## src/rtl/vga_timing_gen.sv

```systemverilog
// VGA raster timing generator: pixel-enable divider, X/Y counters, explicit
// horizontal/vertical region FSMs and registered blank/sync/tick outputs.
module vga_timing_gen #(
  parameter int CLKDIV    = 2,
  parameter int H_VISIBLE = 800,
  parameter int H_FRONT   = 56,
  parameter int H_SYNC    = 120,
  parameter int H_BACK    = 64,
  parameter int V_VISIBLE = 600,
  parameter int V_FRONT   = 37,
  parameter int V_SYNC    = 6,
  parameter int V_BACK    = 23,
  parameter int SYNC_POL  = 1
) (
  input  logic        CLK_100MHz,
  input  logic        RESET,
  input  logic        ENABLE,
  output logic [10:0] CurrentX,
  output logic [10:0] CurrentY,
  output logic        HBlank,
  output logic        VBlank,
  output logic        HSYNC,
  output logic        VSYNC,
  output logic        PixelTick,
  output logic        FrameStart
);

  localparam int H_TOTAL = H_VISIBLE + H_FRONT + H_SYNC + H_BACK;
  localparam int V_TOTAL = V_VISIBLE + V_FRONT + V_SYNC + V_BACK;

  generate
    if (H_TOTAL > 2048 || V_TOTAL > 2048 || CLKDIV < 1) begin : g_bad_params
      $error("vga_timing_gen: totals must fit 11 bits and CLKDIV must be >= 1");
    end
  endgenerate

  localparam logic [4:0]  PH_LAST   = 5'(CLKDIV - 1);
  localparam logic [10:0] X_ACT_END = 11'(H_VISIBLE - 1);
  localparam logic [10:0] X_FP_END  = 11'(H_VISIBLE + H_FRONT - 1);
  localparam logic [10:0] X_SY_END  = 11'(H_VISIBLE + H_FRONT + H_SYNC - 1);
  localparam logic [10:0] X_LAST    = 11'(H_TOTAL - 1);
  localparam logic [10:0] Y_ACT_END = 11'(V_VISIBLE - 1);
  localparam logic [10:0] Y_FP_END  = 11'(V_VISIBLE + V_FRONT - 1);
  localparam logic [10:0] Y_SY_END  = 11'(V_VISIBLE + V_FRONT + V_SYNC - 1);
  localparam logic [10:0] Y_LAST    = 11'(V_TOTAL - 1);
  localparam logic        SYNC_ON   = (SYNC_POL != 0);

  typedef enum logic [1:0] {H_ACT, H_FP, H_SY, H_BP} h_state_t;
  typedef enum logic [1:0] {V_ACT, V_FP, V_SY, V_BP} v_state_t;

  logic [4:0]  phase_q, phase_d;
  logic [10:0] x_q, x_d, y_q, y_d;
  h_state_t    h_state_q, h_state_d;
  v_state_t    v_state_q, v_state_d;
  logic        hblank_q, hblank_d, vblank_q, vblank_d;
  logic        hsync_q, hsync_d, vsync_q, vsync_d;
  logic        tick_q, tick_d, frame_q, frame_d;
  logic        adv, line_end;

  always_comb begin
    phase_d   = phase_q;
    x_d       = x_q;
    y_d       = y_q;
    h_state_d = h_state_q;
    v_state_d = v_state_q;
    tick_d    = 1'b0;
    frame_d   = 1'b0;
    adv       = 1'b0;
    line_end  = 1'b0;

    if (ENABLE) begin
      if (phase_q == PH_LAST) begin
        phase_d = '0;
        adv     = 1'b1;
      end else begin
        phase_d = phase_q + 5'd1;
      end
    end

    if (adv) begin
      tick_d = 1'b1;
      if (x_q == X_LAST) begin
        x_d      = '0;
        line_end = 1'b1;
      end else begin
        x_d = x_q + 11'd1;
      end
      case (h_state_q)
        H_ACT:   if (x_q == X_ACT_END) h_state_d = H_FP;
        H_FP:    if (x_q == X_FP_END)  h_state_d = H_SY;
        H_SY:    if (x_q == X_SY_END)  h_state_d = H_BP;
        default: if (line_end)         h_state_d = H_ACT;
      endcase

      // Vertical side moves only on the line-end strobe
      if (line_end) begin
        if (y_q == Y_LAST) begin
          y_d     = '0;
          frame_d = 1'b1;
        end else begin
          y_d = y_q + 11'd1;
        end
        case (v_state_q)
          V_ACT:   if (y_q == Y_ACT_END) v_state_d = V_FP;
          V_FP:    if (y_q == Y_FP_END)  v_state_d = V_SY;
          V_SY:    if (y_q == Y_SY_END)  v_state_d = V_BP;
          default: if (y_q == Y_LAST)    v_state_d = V_ACT;
        endcase
      end
    end

    // Decode from next state so flags land in the same cycle as the counters
    hblank_d = (h_state_d != H_ACT);
    vblank_d = (v_state_d != V_ACT);
    hsync_d  = (h_state_d == H_SY) ? SYNC_ON : ~SYNC_ON;
    vsync_d  = (v_state_d == V_SY) ? SYNC_ON : ~SYNC_ON;
  end

  always_ff @(posedge CLK_100MHz) begin
    if (RESET) begin
      phase_q   <= '0;
      x_q       <= '0;
      y_q       <= '0;
      h_state_q <= H_ACT;
      v_state_q <= V_ACT;
      hblank_q  <= 1'b0;
      vblank_q  <= 1'b0;
      hsync_q   <= ~SYNC_ON;
      vsync_q   <= ~SYNC_ON;
      tick_q    <= 1'b0;
      frame_q   <= 1'b0;
    end else begin
      phase_q   <= phase_d;
      x_q       <= x_d;
      y_q       <= y_d;
      h_state_q <= h_state_d;
      v_state_q <= v_state_d;
      hblank_q  <= hblank_d;
      vblank_q  <= vblank_d;
      hsync_q   <= hsync_d;
      vsync_q   <= vsync_d;
      tick_q    <= tick_d;
      frame_q   <= frame_d;
    end
  end

  assign CurrentX   = x_q;
  assign CurrentY   = y_q;
  assign HBlank     = hblank_q;
  assign VBlank     = vblank_q;
  assign HSYNC      = hsync_q;
  assign VSYNC      = vsync_q;
  assign PixelTick  = tick_q;
  assign FrameStart = frame_q;

endmodule

```

## config.mk

```make
export PLATFORM = sky130hd
export DESIGN_NAME = vga_timing_gen
export DESIGN_NICKNAME = d
export VERILOG_FILES = /design/src/rtl/vga_timing_gen.sv
export SDC_FILE = /design/constraint.sdc
export NUM_CORES = 1
export LEC_CHECK = 0
export ABC_AREA = 1
export CAP_MARGIN = 40
export CORE_MARGIN = 2
export CORE_UTILIZATION = 45
export CTS_CLUSTER_DIAMETER = 100
export CTS_CLUSTER_SIZE = 24
export DETAILED_ROUTE_END_ITERATION = 12
export GPL_TIMING_DRIVEN = 0
export HOLD_SLACK_MARGIN = 0.12
export PLACE_DENSITY = 0.74
export SETUP_SLACK_MARGIN = 0.5
export SYNTH_ARGS = -nofsm -noshare
export SYNTH_HDL_FRONTEND = slang
export SYNTH_SLANG_ARGS = --single-unit
```

## constraint.sdc

```tcl
create_clock -name CLK_100MHz -period 1.45 [get_ports CLK_100MHz]
set_input_delay 0.3625 -clock CLK_100MHz [delete_from_list [all_inputs] [get_ports CLK_100MHz]]
set_output_delay 0.3625 -clock CLK_100MHz [all_outputs]
set_load 0.02 [all_outputs]
```

==> impl_metrics.env, run 1 <==
export IMPL_finalHoldViolCount=0
export IMPL_synthDistinctLibCells=34
export IMPL_clkSinkCount=37
export IMPL_whs_path_depth=2
export IMPL_layout_commonest_cell="nand2_1"
export IMPL_synthFlopType="dfxtp_1"
export IMPL_timing_rr_end="CurrentY[1]$_SDFFE_PP0P_"
export IMPL_cts_tree="done"
export IMPL_cp_endpoint="CurrentY[1]$_SDFFE_PP0P_"
export IMPL_syn_area_per_cell_sq_um=6.93
export IMPL_ys_seq_elements=37
export IMPL_start_util_pct=47.3
export IMPL_critPathLaunch="CurrentX[0]$_SDFFE_PP0P_"
export IMPL_ff2ff_path_depth=8
export IMPL_timing_rr_start="CurrentX[0]$_SDFFE_PP0P_"
export IMPL_ant_nets=0
export IMPL_reg2reg_slack_ps=-140
export IMPL_mappedNetlistNets=309
export IMPL_dr_pass1_iters=4
export IMPL_drive_gt1_share_pct=48.0
export IMPL_cts_buffers=5
export IMPL_netSwitchingFraction_pct=24.8
export IMPL_drt_wirelength_per_cell_um=15.1
export IMPL_die_width_um=71.9
export IMPL_dp_hpwl_mm=3.45
export IMPL_leakagePower_nw=1.42
export IMPL_drc=0
export IMPL_routed_wirelength_mm=6.47
export IMPL_power_density_nw_per_um2=643
export IMPL_drtIter0Drc=151
export IMPL_num_io_pins=31
export IMPL_grt_pass1_vias=2096
export IMPL_syn_area_sq_um=2070
export IMPL_vias=2322
export IMPL_syn_instance_count=299
export IMPL_power_frac_comb_pct=9.6
export IMPL_layout_common_cells="nand2_1, buf_6, nor2_1, inv_1, buf_4"
export IMPL_end_kind="register"
export IMPL_fin_crit_sh_pct=110
export IMPL_clk_pin_slew_worst_paths_ps=90
export IMPL_num_fill_cells=291
export IMPL_place_congestion=0.890
export IMPL_via_per_inst=5.41
export IMPL_startpoint_type="register"
export IMPL_worstSetupPathType="register to register"
export IMPL_clock_power_share_pct=43.2
export IMPL_whs_ps=267
export IMPL_rsz0062_at_grt="true"
export IMPL_cts_htree_levels=2
export IMPL_required_ps=1680
export IMPL_grtUsageTotal_pct=23.0
export IMPL_power_w=0.00212
export IMPL_max_freq_mhz=628
export IMPL_synth_edf_count=0
export IMPL_core_sq_um=4380
export IMPL_area_growth_pct=59.4
export IMPL_maxSlewHeadroom_pct=71.5
export IMPL_synthArstFlopShare_pct=0
export IMPL_antenna_found_initial=0
export IMPL_clk_path_buf_depth=2
export IMPL_io_buffers=29
export IMPL_fin_nets=386
export IMPL_die_y_um=71.9
export IMPL_hp_class="primary input to register"
export IMPL_yosys_warnings=0
export IMPL_worstPathMaxFanout=5
export IMPL_cts_hold_buf=0
export IMPL_final_area_sq_um=3300
export IMPL_internal_power_w=0.00160
export IMPL_setup_tns_final_ps=-1460
export IMPL_outcome="finished with violations"
export IMPL_cts_root_buffer="clkbuf_8"
export IMPL_yosysSeqAreaShare_pct=35.7
export IMPL_ir_drop_uv=735
export IMPL_drv_slew=0
export IMPL_grt_overflow=0
export IMPL_clock_skew_ps=14.7
export IMPL_final_core_util_pct=75.3
export IMPL_fin_crit_ps=1590
export IMPL_grt_pass1_wl_mm=9.36
export IMPL_timing_final_ws_setup_ps=-143
export IMPL_tightest_slew_ps=427
export IMPL_maxCapViolations=0
export IMPL_antenna_cells=0
export IMPL_insertion_delay_ps=310
export IMPL_grt_max_degree=13
export IMPL_p_seq_share_pct=47.3
export IMPL_placed_area_sq_um=2560
export IMPL_setup_viol=23
export IMPL_power_switching_w=0.000526
export IMPL_violations="negative setup slack"
export IMPL_fp_row_count=24
export IMPL_critPathArrivalTime_ps=1820
export IMPL_die_area_sq_um=5160
==> power groups by stage <==
| stage | clock [W] | sequential (W) | combinational [W] |
|---|---|---|---|
| floorplan | 0 | 0.00106 | 0.0000774 |
| finish | 0.000917 | 0.00100 | 0.000203 |
| detailed placement | 0 | 0.00106 | 0.000109 |
| global placement | 0 | 0.00106 | 0.000107 |
| CTS | 0.000914 | 0.00101 | 0.000159 |
| global route | 0.000959 | 0.00100 | 0.000214 |
==> cell usage after synthesis (2+ instances only) <==
cell     number  share of area, %
ha_1          7               4.2
o21ai_1       5               1.2
nand2_2       3              0.91
nand2_1      65                12
inv_2        11               2.0
xor2_1        5               2.1
a21oi_1      16               3.9
nand3_2       3               1.4
nor2_1       47               8.5
nand3_1      21               5.1
nand4_1       9               2.7
nor3_1       11               2.7
inv_1        31               5.6
dfxtp_1      37                36
nor2_8        2               1.9
nor2_4        3               1.6
nor2_2        6               1.8
==> final cells by class <==
type,instances,area (sq um),area share (%)
clock inverter,3,41.3,1.25
tap,52,65.1,1.97
sequential,37,833,25.2
buffer,2,25.0,0.758
clock buffer,5,68.8,2.08
multi-input combinational,218,1400,42.3
inverter,42,168,5.08
timing repair buffer,70,706,21.4
==> flip-flops by register name, summed over array words and instances (netlist names) <==
register	flops
h_state_q	2
HSYNC	1
HBlank	1
CurrentY	11
PixelTick	1
CurrentX	11
VBlank	1
FrameStart	1
phase_q	5
VSYNC	1
v_state_q	2
==> per-stage QoR <==
| stage | cells | setup WS, ps |
|---|---|---|
| after detailed placement | 380 | -149 |
| final | 429 | -143 |
| after global placement | 380 | -137 |
| after CTS | 413 | -47.6 |
| after floorplan | 299 | -13.2 |
| after global routing | 429 | -197 |
==> per-layer routing <==
layer	wire length [um]	vias up	part of all wire [%]	GRT usage, %
li1	-	1119	-	-
met1	2660	1065	41	28.4
met2	3130	113	48	38.4
met3	419	25	6.5	4.64
met4	259	0	4.0	11.1
met5	0	-	0	0
==> timing repair <==
action,CTS,global route
pin swaps,27,10
endpoints found under the setup margin,65,64
setup buffers,25,16
resized for setup,220,43
==> kinds of logic after synthesis <==
logic type,count (synthesis),synth area share [%]
AO/OA/AOI/OAI,28,7.49
XOR/XNOR,6,2.54
adder cells (fa/ha/maj),7,4.23
buffers and inverters,44,8.03
flip-flops,37,35.7
AND/OR/NAND/NOR,177,42.0
==> critical path, stage by stage (launching register included) <==
cell and delay (ps):
dfxtp_4 370, ha_4 160, nand2_4 60, nor2_4 190, nand3_2 140, nor2_4 220, buf_6 150, nand2_4 50
o22ai_1 180
==> worst min-delay path by stage <==
stage                              from                  endpoint  slack, ps
2_1_floorplan   phase_q[4]$_SDFFE_PP0P_   phase_q[4]$_SDFFE_PP0P_        500
3_3_place_gp   CurrentX[1]$_SDFFE_PP0P_  CurrentX[1]$_SDFFE_PP0P_        500
3_5_place_dp   CurrentX[5]$_SDFFE_PP0P_  CurrentX[5]$_SDFFE_PP0P_        500
4_1_cts                          ENABLE   phase_q[1]$_SDFFE_PP0P_        270
5_1_grt                          ENABLE   phase_q[1]$_SDFFE_PP0P_        270
6_report                         ENABLE   phase_q[1]$_SDFFE_PP0P_        270
(Power assumes the default switching activity.)
==> inputs of run 2 (changes only) <==
--- a/config.mk
+++ b/config.mk
@@ -5,7 +5,6 @@
 export SDC_FILE = /design/constraint.sdc
 export NUM_CORES = 1
 export LEC_CHECK = 0
-export ABC_AREA = 1
 export CAP_MARGIN = 40
 export CORE_MARGIN = 2
 export CORE_UTILIZATION = 45
@@ -14,7 +13,7 @@
 export DETAILED_ROUTE_END_ITERATION = 12
 export GPL_TIMING_DRIVEN = 0
 export HOLD_SLACK_MARGIN = 0.12
-export PLACE_DENSITY = 0.74
+export PLACE_DENSITY = 0.75
 export SETUP_SLACK_MARGIN = 0.5
 export SYNTH_ARGS = -nofsm -noshare
 export SYNTH_HDL_FRONTEND = slang
==> impl_metrics.env, run 2 <==
export IMPL_outcome="finished with violations"
export IMPL_violations="negative setup slack"
export IMPL_ff2ff_path_depth=7
export IMPL_grtUsageTotal_pct=25.0
export IMPL_cts_hold_buf=0
export IMPL_synth_top_area_share_pct=40.5
export IMPL_end_kind="register"
export IMPL_max_freq_mhz=590
export IMPL_placed_area_sq_um=2490
export IMPL_core_sq_um=3940
export IMPL_setup_tns_final_ps=-5870
export IMPL_fp_row_count=23
export IMPL_antenna_found_initial=0
export IMPL_synth_edf_count=0
export IMPL_synthArstFlopShare_pct=0
export IMPL_cp_endpoint="CurrentY[2]$_SDFFE_PP0P_"
export IMPL_whs_ps=460
export IMPL_place_congestion=0.836
export IMPL_drv_slew=0
export IMPL_synth_most_common_cell="dfxtp_1"
export IMPL_synth_area_leaders="dfxtp_1, xnor2_1, nor2_1"
export IMPL_syn_area_per_cell_sq_um=8.83
export IMPL_leakagePower_nw=1.14
export IMPL_cts_htree_levels=2
export IMPL_timing_rr_start="CurrentX[4]$_SDFFE_PP0P_"
export IMPL_yosys_warnings=0
export IMPL_dp_hpwl_mm=2.99
export IMPL_layout_cells_non_filler=320
export IMPL_clk_pin_slew_worst_paths_ps=70
export IMPL_drive_gt1_share_pct=57.8
export IMPL_layout_common_cells="buf_6, dfxtp_4, buf_4, nor2_1, xnor2_1"
export IMPL_internal_power_w=0.00149
export IMPL_power_frac_comb_pct=11.6
export IMPL_top_layer="met4"
export IMPL_netSwitchingFraction_pct=24.6
export IMPL_reg2reg_slack_ps=-250
export IMPL_drtIter0Drc=181
export IMPL_power_density_nw_per_um2=634
export IMPL_ant_nets=0
export IMPL_wl_met3_um=402
export IMPL_startpoint_type="register"
export IMPL_num_io_pins=31
export IMPL_critPathArrivalTime_ps=1890
export IMPL_final_area_sq_um=3100
export IMPL_dp_cells=286
export IMPL_grt_pass1_wl_mm=8.41
export IMPL_syn_area_sq_um=1830
export IMPL_grt_max_degree=11
export IMPL_via_per_inst=5.82
export IMPL_cts_root_buffer="clkbuf_8"
export IMPL_fin_nets=280
export IMPL_grt_overflow=0
export IMPL_p_seq_share_pct=51.1
export IMPL_drt_wirelength_per_cell_um=17.9
export IMPL_yosysSeqAreaShare_pct=40.5
export IMPL_area_growth_pct=69.8
export IMPL_worstSetupPathType="register to register"
export IMPL_worstPathMaxFanout=8
export IMPL_vias=1862
export IMPL_synth_common_cells="dfxtp_1, nor2_1, nand3_1"
export IMPL_yosysTopAreaCell="dfxtp_1"
export IMPL_insertion_delay_ps=290
export IMPL_die_area_sq_um=4590
export IMPL_ys_seq_elements=37
export IMPL_fin_crit_ps=1700
export IMPL_syn_instance_count=207
export IMPL_power_switching_w=0.000484
export IMPL_dr_pass1_iters=4
export IMPL_timing_final_ws_setup_ps=-245
export IMPL_grt_pass1_vias=1688
export IMPL_synthFlopType="dfxtp_1"
export IMPL_clock_skew_ps=7.47
export IMPL_finalHoldViolCount=0
export IMPL_cts_buffers=5
export IMPL_num_fill_cells=214
export IMPL_timing_rr_end="CurrentY[2]$_SDFFE_PP0P_"
export IMPL_routed_wirelength_mm=5.72
export IMPL_synthDistinctLibCells=40
export IMPL_tightest_slew_ps=599
export IMPL_rsz0062_at_grt="true"
export IMPL_fin_crit_sh_pct=117
export IMPL_die_y_um=67.7
export IMPL_hp_class="primary input to register"
export IMPL_clk_path_buf_depth=2
export IMPL_mappedNetlistNets=217
export IMPL_wl_met1_mm=2.39
export IMPL_wl_met2_mm=2.78
export IMPL_io_buffers=29
export IMPL_die_width_um=67.7
export IMPL_clkSinkCount=37
export IMPL_start_util_pct=46.4
export IMPL_clock_power_share_pct=37.4
export IMPL_cts_tree="done"
export IMPL_layout_commonest_cell="buf_6"
export IMPL_maxCapViolations=0
export IMPL_drc=0
export IMPL_antenna_cells=0
export IMPL_critPathLaunch="CurrentX[4]$_SDFFE_PP0P_"
export IMPL_setup_viol=35
export IMPL_maxSlewHeadroom_pct=60.1
export IMPL_ir_drop_uv=646
export IMPL_required_ps=1640
[run 2: cell types whose count changed in the layout (fill, tap and decap cells not counted), sizes merged, moves of 4 or more]
cell    delta
inv       -35
xnor2     +12
nor2      -31
nor4       +6
buf       -11
nand3      -9
a21oi     -11
nand2     -57
nor3b      +4
xor2       +6
and3       +4
clkbuf     +4
[run 2: what timing repair did]
item | 4_1_cts | 5_1_grt
setup buffers | 18 | 8
gates resized for setup | 205 | 41
pin swaps | 17 | 7
setup endpoints to repair | 65 | 65
cloned | 1 | 0
[run 2: stage by stage]
stage | setup WS (ps) | util (%) | power, W
floorplan | -126 | - | 0.00117
global placement | -874 | 63.1 | 0.00121
detailed placement | -915 | 63.1 | 0.00121
CTS | -192 | 73.8 | 0.00196
global route | -322 | 78.7 | 0.00204
finish | -245 | 78.7 | 0.00197
[run 2: layout make-up]
class	count	area, sq um	area share (%)
buffer	7	93.8	3.02
timing repair buffer	56	593	19.1
sequential	37	830	26.7
multi-input combinational	157	1420	45.6
inverter	6	22.5	0.726
tap	50	62.6	2.02
clock buffer	7	86.3	2.78
[run 2: worst min-delay path by stage]
stage	startpoint	endpoint	slack [ps]	depth (start not counted)
2_1_floorplan	ENABLE	phase_q[1]$_SDFFE_PP0P_	450	1
3_3_place_gp	CurrentX[1]$_SDFFE_PP0P_	CurrentX[1]$_SDFFE_PP0P_	490	2
3_5_place_dp	CurrentY[1]$_SDFFE_PP0P_	CurrentY[1]$_SDFFE_PP0P_	500	2
4_1_cts	RESET	phase_q[0]$_SDFFE_PP0P_	470	2
5_1_grt	RESET	phase_q[0]$_SDFFE_PP0P_	470	2
6_report	RESET	phase_q[0]$_SDFFE_PP0P_	460	2
[run 2: cells by family (layout without fill, tap and decap cells)]
group           Yosys count  in the layout  share of synthesized area [%]
compound gates           18             18                           7.05
simple gates            108            108                           32.5
xor+xnor                 24             24                           11.5
flops                    37             37                           40.5
buf+inv                  13             76                           3.63
fa+ha+maj                 7              7                           4.79
[run 2: worst max-delay path: stages (launching register included)]
cell,delay [ps]
dfxtp_4,360
buf_6,120
nor3b_2,260
nand3b_4,160
or2_4,310
o21bai_4,170
buf_12,160
nor2_1,50
[run 2: power by group through the flow]
stage / clock, W / combinational [W] / sequential [W]
2_1_floorplan: 0 / 0.000109 / 0.00106
3_3_place_gp: 0 / 0.000145 / 0.00106
3_5_place_dp: 0 / 0.000148 / 0.00106
4_1_cts: 0.000741 / 0.000206 / 0.00101
5_1_grt: 0.000795 / 0.000241 / 0.00101
6_report: 0.000735 / 0.000228 / 0.00101
[run 2: routing by layer]
layer | GRT usage (%) | up-vias
li1 | - | 864
met1 | 34.5 | 892
met2 | 37.7 | 88
met3 | 5.83 | 18
met4 | 9.18 | 0
met5 | 0 | -
==> inputs of run 3 (changes only) <==
--- a/config.mk
+++ b/config.mk
@@ -13,7 +13,8 @@
 export DETAILED_ROUTE_END_ITERATION = 12
 export GPL_TIMING_DRIVEN = 0
 export HOLD_SLACK_MARGIN = 0.12
-export PLACE_DENSITY = 0.75
+export MAX_ROUTING_LAYER = met4
+export PLACE_DENSITY = 0.72
 export SETUP_SLACK_MARGIN = 0.5
 export SYNTH_ARGS = -nofsm -noshare
 export SYNTH_HDL_FRONTEND = slang
==> constraint.sdc (replaced) <==
create_clock -name CLK_100MHz -period 1.8 [get_ports CLK_100MHz]
set_input_delay 0.45 -clock CLK_100MHz [delete_from_list [all_inputs] [get_ports CLK_100MHz]]
set_output_delay 0.45 -clock CLK_100MHz [all_outputs]
set_load 0.02 [all_outputs]
==> impl_metrics.env, run 3 (synthesis results as in run 2) <==
export IMPL_outcome="finished clean"
export IMPL_num_fill_cells=272
export IMPL_hp_class="register to register"
export IMPL_startpoint_type="register"
export IMPL_maxCapViolations=0
export IMPL_tightest_slew_ps=631
export IMPL_grt_max_degree=12
export IMPL_max_freq_mhz=589
export IMPL_ff2ff_path_depth=7
export IMPL_drv_slew=0
export IMPL_timing_rr_start="CurrentX[6]$_SDFFE_PP0P_"
export IMPL_core_sq_um=3940
export IMPL_crit_chain="buf_8, nor4b_4, nand4_1, buf_4, a211oi_4, nor2_2, a311oi_1"
export IMPL_whs_ps=514
export IMPL_place_congestion=0.794
export IMPL_layout_cells_non_filler=325
export IMPL_clkSinkCount=37
export IMPL_regArea_sq_um=803
export IMPL_crit_slowest_cell="dfxtp_2"
export IMPL_rsz0062_at_grt="true"
export IMPL_critPathArrivalTime_ps=1910
export IMPL_worstPathMaxFanout=4
export IMPL_reg2reg_slack_ps=100
export IMPL_die_width_um=67.7
export IMPL_ant_nets=0
export IMPL_timing_final_ws_setup_ps=101
export IMPL_setup_tns_final_ps=0
export IMPL_setup_viol=0
export IMPL_cpPeakStageDelay_ps=330
export IMPL_drtIter0Drc=132
export IMPL_min_delay_start="CurrentX[1]$_SDFFE_PP0P_"
export IMPL_grt_pass1_wl_mm=7.65
export IMPL_dp_hpwl_mm=3.04
export IMPL_grtUsageTotal_pct=23.7
export IMPL_fin_nets=284
export IMPL_die_area_sq_um=4590
export IMPL_multi_input_area_sq_um=1380
export IMPL_grt_pass1_vias=1557
export IMPL_dr_pass1_iters=4
export IMPL_required_ps=2010
export IMPL_drc=0
export IMPL_drive_gt1_share_pct=51.6
export IMPL_placed_area_sq_um=2440
export IMPL_post_place_ws_ps=-588
export IMPL_start_util_pct=46.4
export IMPL_end_kind="register"
export IMPL_fp_row_count=23
export IMPL_clock_skew_ps=8.62
export IMPL_io_buffers=29
export IMPL_fin_crit_sh_pct=94.4
export IMPL_worstSetupPathType="register to register"
export IMPL_layout_commonest_cell="buf_4"
export IMPL_maxSlewHeadroom_pct=57.9
export IMPL_antenna_found_initial=0
export IMPL_whs_path_depth=2
export IMPL_power_density_nw_per_um2=542
export IMPL_fin_crit_ps=1700
export IMPL_grt_overflow=0
export IMPL_timing_rr_end="v_state_q[0]$_SDFF_PP0_"
export IMPL_layout_common_cells="buf_4, nor2_1, dfxtp_4, dfxtp_1, xnor2_1"
export IMPL_area_growth_pct=59.6
export IMPL_drt_wirelength_per_cell_um=16.0
export IMPL_leakagePower_nw=1.16
export IMPL_antenna_cells=0
export IMPL_vias=1811
export IMPL_via_per_inst=5.57
export IMPL_die_y_um=67.7
export IMPL_cts_root_buffer="clkbuf_8"
export IMPL_final_area_sq_um=2920
export IMPL_hold_end="CurrentX[1]$_SDFFE_PP0P_"
export IMPL_clk_path_buf_depth=2
export IMPL_clk_pin_slew_worst_paths_ps=70
export IMPL_cts_htree_levels=2
export IMPL_ir_drop_uv=375
export IMPL_finalHoldViolCount=0
export IMPL_dp_cells=286
export IMPL_cts_tree="done"
export IMPL_num_io_pins=31
export IMPL_insertion_delay_ps=300
export IMPL_routed_wirelength_mm=5.22
export IMPL_cts_buffers=5
run 3: cell types whose count changed in the layout (fill, tap and decap cells not counted), moves of 3 or more:
cell | before | now
nor3_2 | 7 | 0
buf_6 | 36 | 7
nor2_2 | 8 | 3
dfxtp_2 | 8 | 11
buf_2 | 0 | 10
buf_4 | 17 | 40
dfxtp_4 | 21 | 13
nor3_1 | 3 | 7
nor2_1 | 14 | 21
dfxtp_1 | 8 | 13
nor3_4 | 1 | 4
run 3: critical path: cells and delay by family (launching register included):
kind,cells,cell delay [ps]
simple gates,3,560
compound gates,2,420
flops,1,330
buf+inv,2,310
run 3: timing repair:
item / in CTS / in global routing
buffers inserted: 14 / 14
pin swaps: 19 / 14
endpoints found under the setup margin: 65 / 56
resized for setup: 152 / 38
gates cloned: 2 / 1
hold buffers: 0 / 0
run 3: stage by stage:
stage / power [W] / util (%)
3_3_place_gp: 0.000953 / 61.9
3_5_place_dp: 0.000956 / 61.9
6_report: 0.00158 / 74.0
5_1_grt: 0.00163 / 74.0
2_1_floorplan: 0.000926 / -
4_1_cts: 0.00156 / 68.1
run 3: worst max path at each step:
stage | start | end | slack (ps) | depth (start not counted)
2_1_floorplan | CurrentX[9]$_SDFFE_PP0P_ | CurrentY[10]$_SDFFE_PP0P_ | 220 | 5
5_1_grt | CurrentX[6]$_SDFFE_PP0P_ | VBlank$_SDFF_PP0_ | 7 | 7
3_3_place_gp | ENABLE | CurrentX[8]$_SDFFE_PP0P_ | -600 | 6
6_report | CurrentX[6]$_SDFFE_PP0P_ | v_state_q[0]$_SDFF_PP0_ | 100 | 7
3_5_place_dp | ENABLE | CurrentX[8]$_SDFFE_PP0P_ | -590 | 6
4_1_cts | CurrentX[6]$_SDFFE_PP0P_ | v_state_q[0]$_SDFF_PP0_ | 120 | 6
run 3: per-layer routing:
metal / wire length, um / track usage (%)
met1: 2330 / 30.9
met2: 2530 / 34.8
met3: 245 / 4.67
met4: 106 / 11.5
met5: 0 / -
run 3: layout make-up:
cell class | instances | share of cell area, %
clock buffer | 8 | 3.09
multi-input combinational | 158 | 47.3
sequential | 37 | 27.5
tap | 50 | 2.14
inverter | 6 | 0.772
timing repair buffer | 59 | 16.3
buffer | 7 | 2.79
run 3: power by group:
group	switching [W]	internal [W]	total, W	leakage [nW]
registers	0.0000101	0.000811	0.000822	0.314
logic	0.0000786	0.0000805	0.000159	0.798
clock network	0.000288	0.000312	0.000600	0.0455
total	0.000376	0.00120	0.00158	1.16
==> edit, RTL diff (settings of run 3) <==
Change the parameter `SYNC_POL` from 1 to 0.
--- a/src/rtl/vga_timing_gen.sv
+++ b/src/rtl/vga_timing_gen.sv
@@ -11,5 +11,5 @@
   parameter int V_SYNC    = 6,
   parameter int V_BACK    = 23,
-  parameter int SYNC_POL  = 1
+  parameter int SYNC_POL  = 0
 ) (
   input  logic        CLK_100MHz,
Check against the original RTL: not equivalent (Yosys sat finds a counterexample within 4 cycles, from zero or initial values and one cycle with RESET high).
==> edit against run 3 <==
The run now ends with negative setup slack left. Synthesized area up 3.8%. Wire length grew 42%. Total power is 1.1% higher. Core utilization grew 6.3 points. Sequential cell count unchanged. Design area increased by 11%. Hold slack lost 0.15 ns. Worst setup slack worse by 0.19 ns.
==> edit: results (changes against run 3) <==
| Metric | Value |
|---|---|
| Status | `complete, but fails checks` |
| Failing checks | `negative setup slack` |
| Hold Crit Start | `ENABLE` |
| Final Wtd Congestion | `0.898 (+13%)` |
| Critical path's largest stage delay | `0.44 ns (+0.11 ns)` |
| Ant diodes | `0 (unchanged)` |
| Final HPWL DP | `3.11 mm (+2.3%)` |
| Placed cells | `292 (+2.1%)` |
| Part of the Yosys area used for sequential elements | `39.1% (-1.5 points)` |
| Largest delay share family, worst path | `simple AND/OR/NAND/NOR gates` |
| Pre-CTS setup slack | `-0.110 ns (+0.478 ns)` |
| Synthesized Nets | `223 (+2.8%)` |
| Post-synthesis cell type count | `46 (+15%)` |
| Share of layout cells above drive strength 1 | `60.2% (+8.6 points)` |
| CTS Buffer Depth | `2 (unchanged)` |
| Via count | `2150 (+19%)` |
| Critical Path Fanout Max | `3 (-1)` |
| Post-route setup TNS | `-0.495 ns (-0.495 ns)` |
| First-pass detailed-route iteration total | `6 (+2)` |
| Slew HR | `60.5% (+2.6 points)` |
| Sink of the worst hold path | `phase_q[1]$_SDFFE_PP0P_` |
| Critical R2R Launch | `CurrentX[7]$_SDFFE_PP0P_` |
| Hold path cells | `2 (unchanged)` |
| Data arrival, critical path | `2.11 ns (+0.20 ns)` |
| Top post-synthesis cells by area | `dfxtp_1 (39%), ha_1 (4.6%), nand4_1 (4.3%), a21oi_1 (3.7%), or3_1 (3.6%)` |
| Mean Syn Cell Area | `8.91 um2 (+0.84%)` |
| First-pass GRT wire length | `9.44 mm (+23%)` |
| Initial DRC Count | `418 (+220%)` |
| WL final | `7.41 mm (+42%)` |
| Depth of the most critical reg-to-reg path | `6 (-1)` |
| H-tree depth | `2 (unchanged)` |
| Commonest cells post-synth | `dfxtp_1 (37), nor2_1 (15), a21oi_1 (14)` |
| Skew final | `0.00709 ns (-0.00152 ns)` |
| Final WS setup | `-0.0874 ns (-0.189 ns)` |
| Setup-failing EPs final | `14 (+14)` |
| Cell accounting for the most synthesized area | `dfxtp_1` |
| Crit-path slowest cell | `or4_4` |
| Final-layout fill cell count | `219 (-19%)` |
| Largest net degree at the start of global routing | `11 (-1)` |
| Max VDD drop | `0.469 mV (+25%)` |
| Clk_lat worst skew | `0.30 ns (about the same)` |
| R2R Path End | `VBlank$_SDFF_PP0_` |
| Vias per cell | `6.34 (+14%)` |
| Vias in the first global route | `1863 (+20%)` |
| All-Layer GR Usage | `28.4% (+4.7 points)` |
| Initial antenna violation count | `0 (unchanged)` |
| Warnings, synthesis | `0 (unchanged)` |
| Min-Delay Path Class | `in2reg` |
| LEAKAGE | `1.17 nW (+0.99%)` |
| Final nets | `298 (+4.9%)` |
-- edit: repair_timing --
item	in CTS	in global routing
setup endpoints to repair	65	56
buffers inserted	22	13
gates resized for setup	205	72
pin swaps	28	24
cloned	4	0
-- edit: where the power goes --
part           internal [W]  total, W  leakage, nW  switching, W
logic             0.0000976  0.000194        0.814     0.0000968
registers          0.000810  0.000819        0.316    0.00000936
clock network      0.000276  0.000584       0.0395      0.000309
total               0.00118   0.00160         1.17      0.000415
-- edit: worst reg2reg max path: stages, from the launching register on --
cell,delay [ns]
dfxtp_2,0.33
buf_6,0.12
nor4b_4,0.38
nand4_4,0.18
buf_4,0.17
or4_4,0.44
a21oi_1,0.19
-- edit: metrics by stage --
stage / util, % / area, um2 / hold WS (ns)
global route: 80.3 / 3230 / 0.362
finish: 80.3 / 3230 / 0.362
floorplan: - / 2010 / 0.479
CTS: 71.6 / 2880 / 0.356
global placement: 58.5 / 2360 / 0.499
detailed placement: 58.5 / 2360 / 0.497
-- edit: final cells by class --
cell class,instances,area share (%)
clock buffer,8,2.48
sequential,37,25.0
buffer,10,4.37
multi-input combinational,157,46.5
tap,50,1.93
timing repair buffer,67,18.6
inverter,10,1.16
-- edit: cell families (layout without fill, tap and decap cells) --
family                   after synthesis  after routing  share of synthesized area, %
AND/OR/NAND/NOR                       95             96                          31.7
AO/OA/AOI/OAI                         40             40                          13.0
flip-flops                            37             37                          39.1
buffers and inverters                 20             95                          5.14
XOR/XNOR                              13             13                          6.00
adder cells (fa/ha/maj)                7              7                          4.62
multiplexers                           1              1                         0.528
-- edit: worst max path at each step --
stage / startpoint / end / cells past startpoint / slack, ns
final: CurrentX[7]$_SDFFE_PP0P_ / VBlank$_SDFF_PP0_ / 6 / -0.09
after global routing: CurrentX[7]$_SDFFE_PP0P_ / VBlank$_SDFF_PP0_ / 6 / -0.12
after CTS: CurrentY[5]$_SDFFE_PP0P_ / v_state_q[1]$_SDFF_PP0_ / 5 / 0.05
after detailed placement: ENABLE / v_state_q[1]$_SDFF_PP0_ / 6 / -0.11
after global placement: ENABLE / v_state_q[1]$_SDFF_PP0_ / 6 / -0.06
after floorplan: ENABLE / CurrentY[5]$_SDFFE_PP0P_ / 6 / 0.08
-- edit: routing by layer --
metal	share of wire [%]	track usage, %	wire length [um]
met1	38	36.2	2830
met2	47	43.6	3500
met3	9.6	4.55	710
met4	5.0	14.0	367
met5	0	-	0
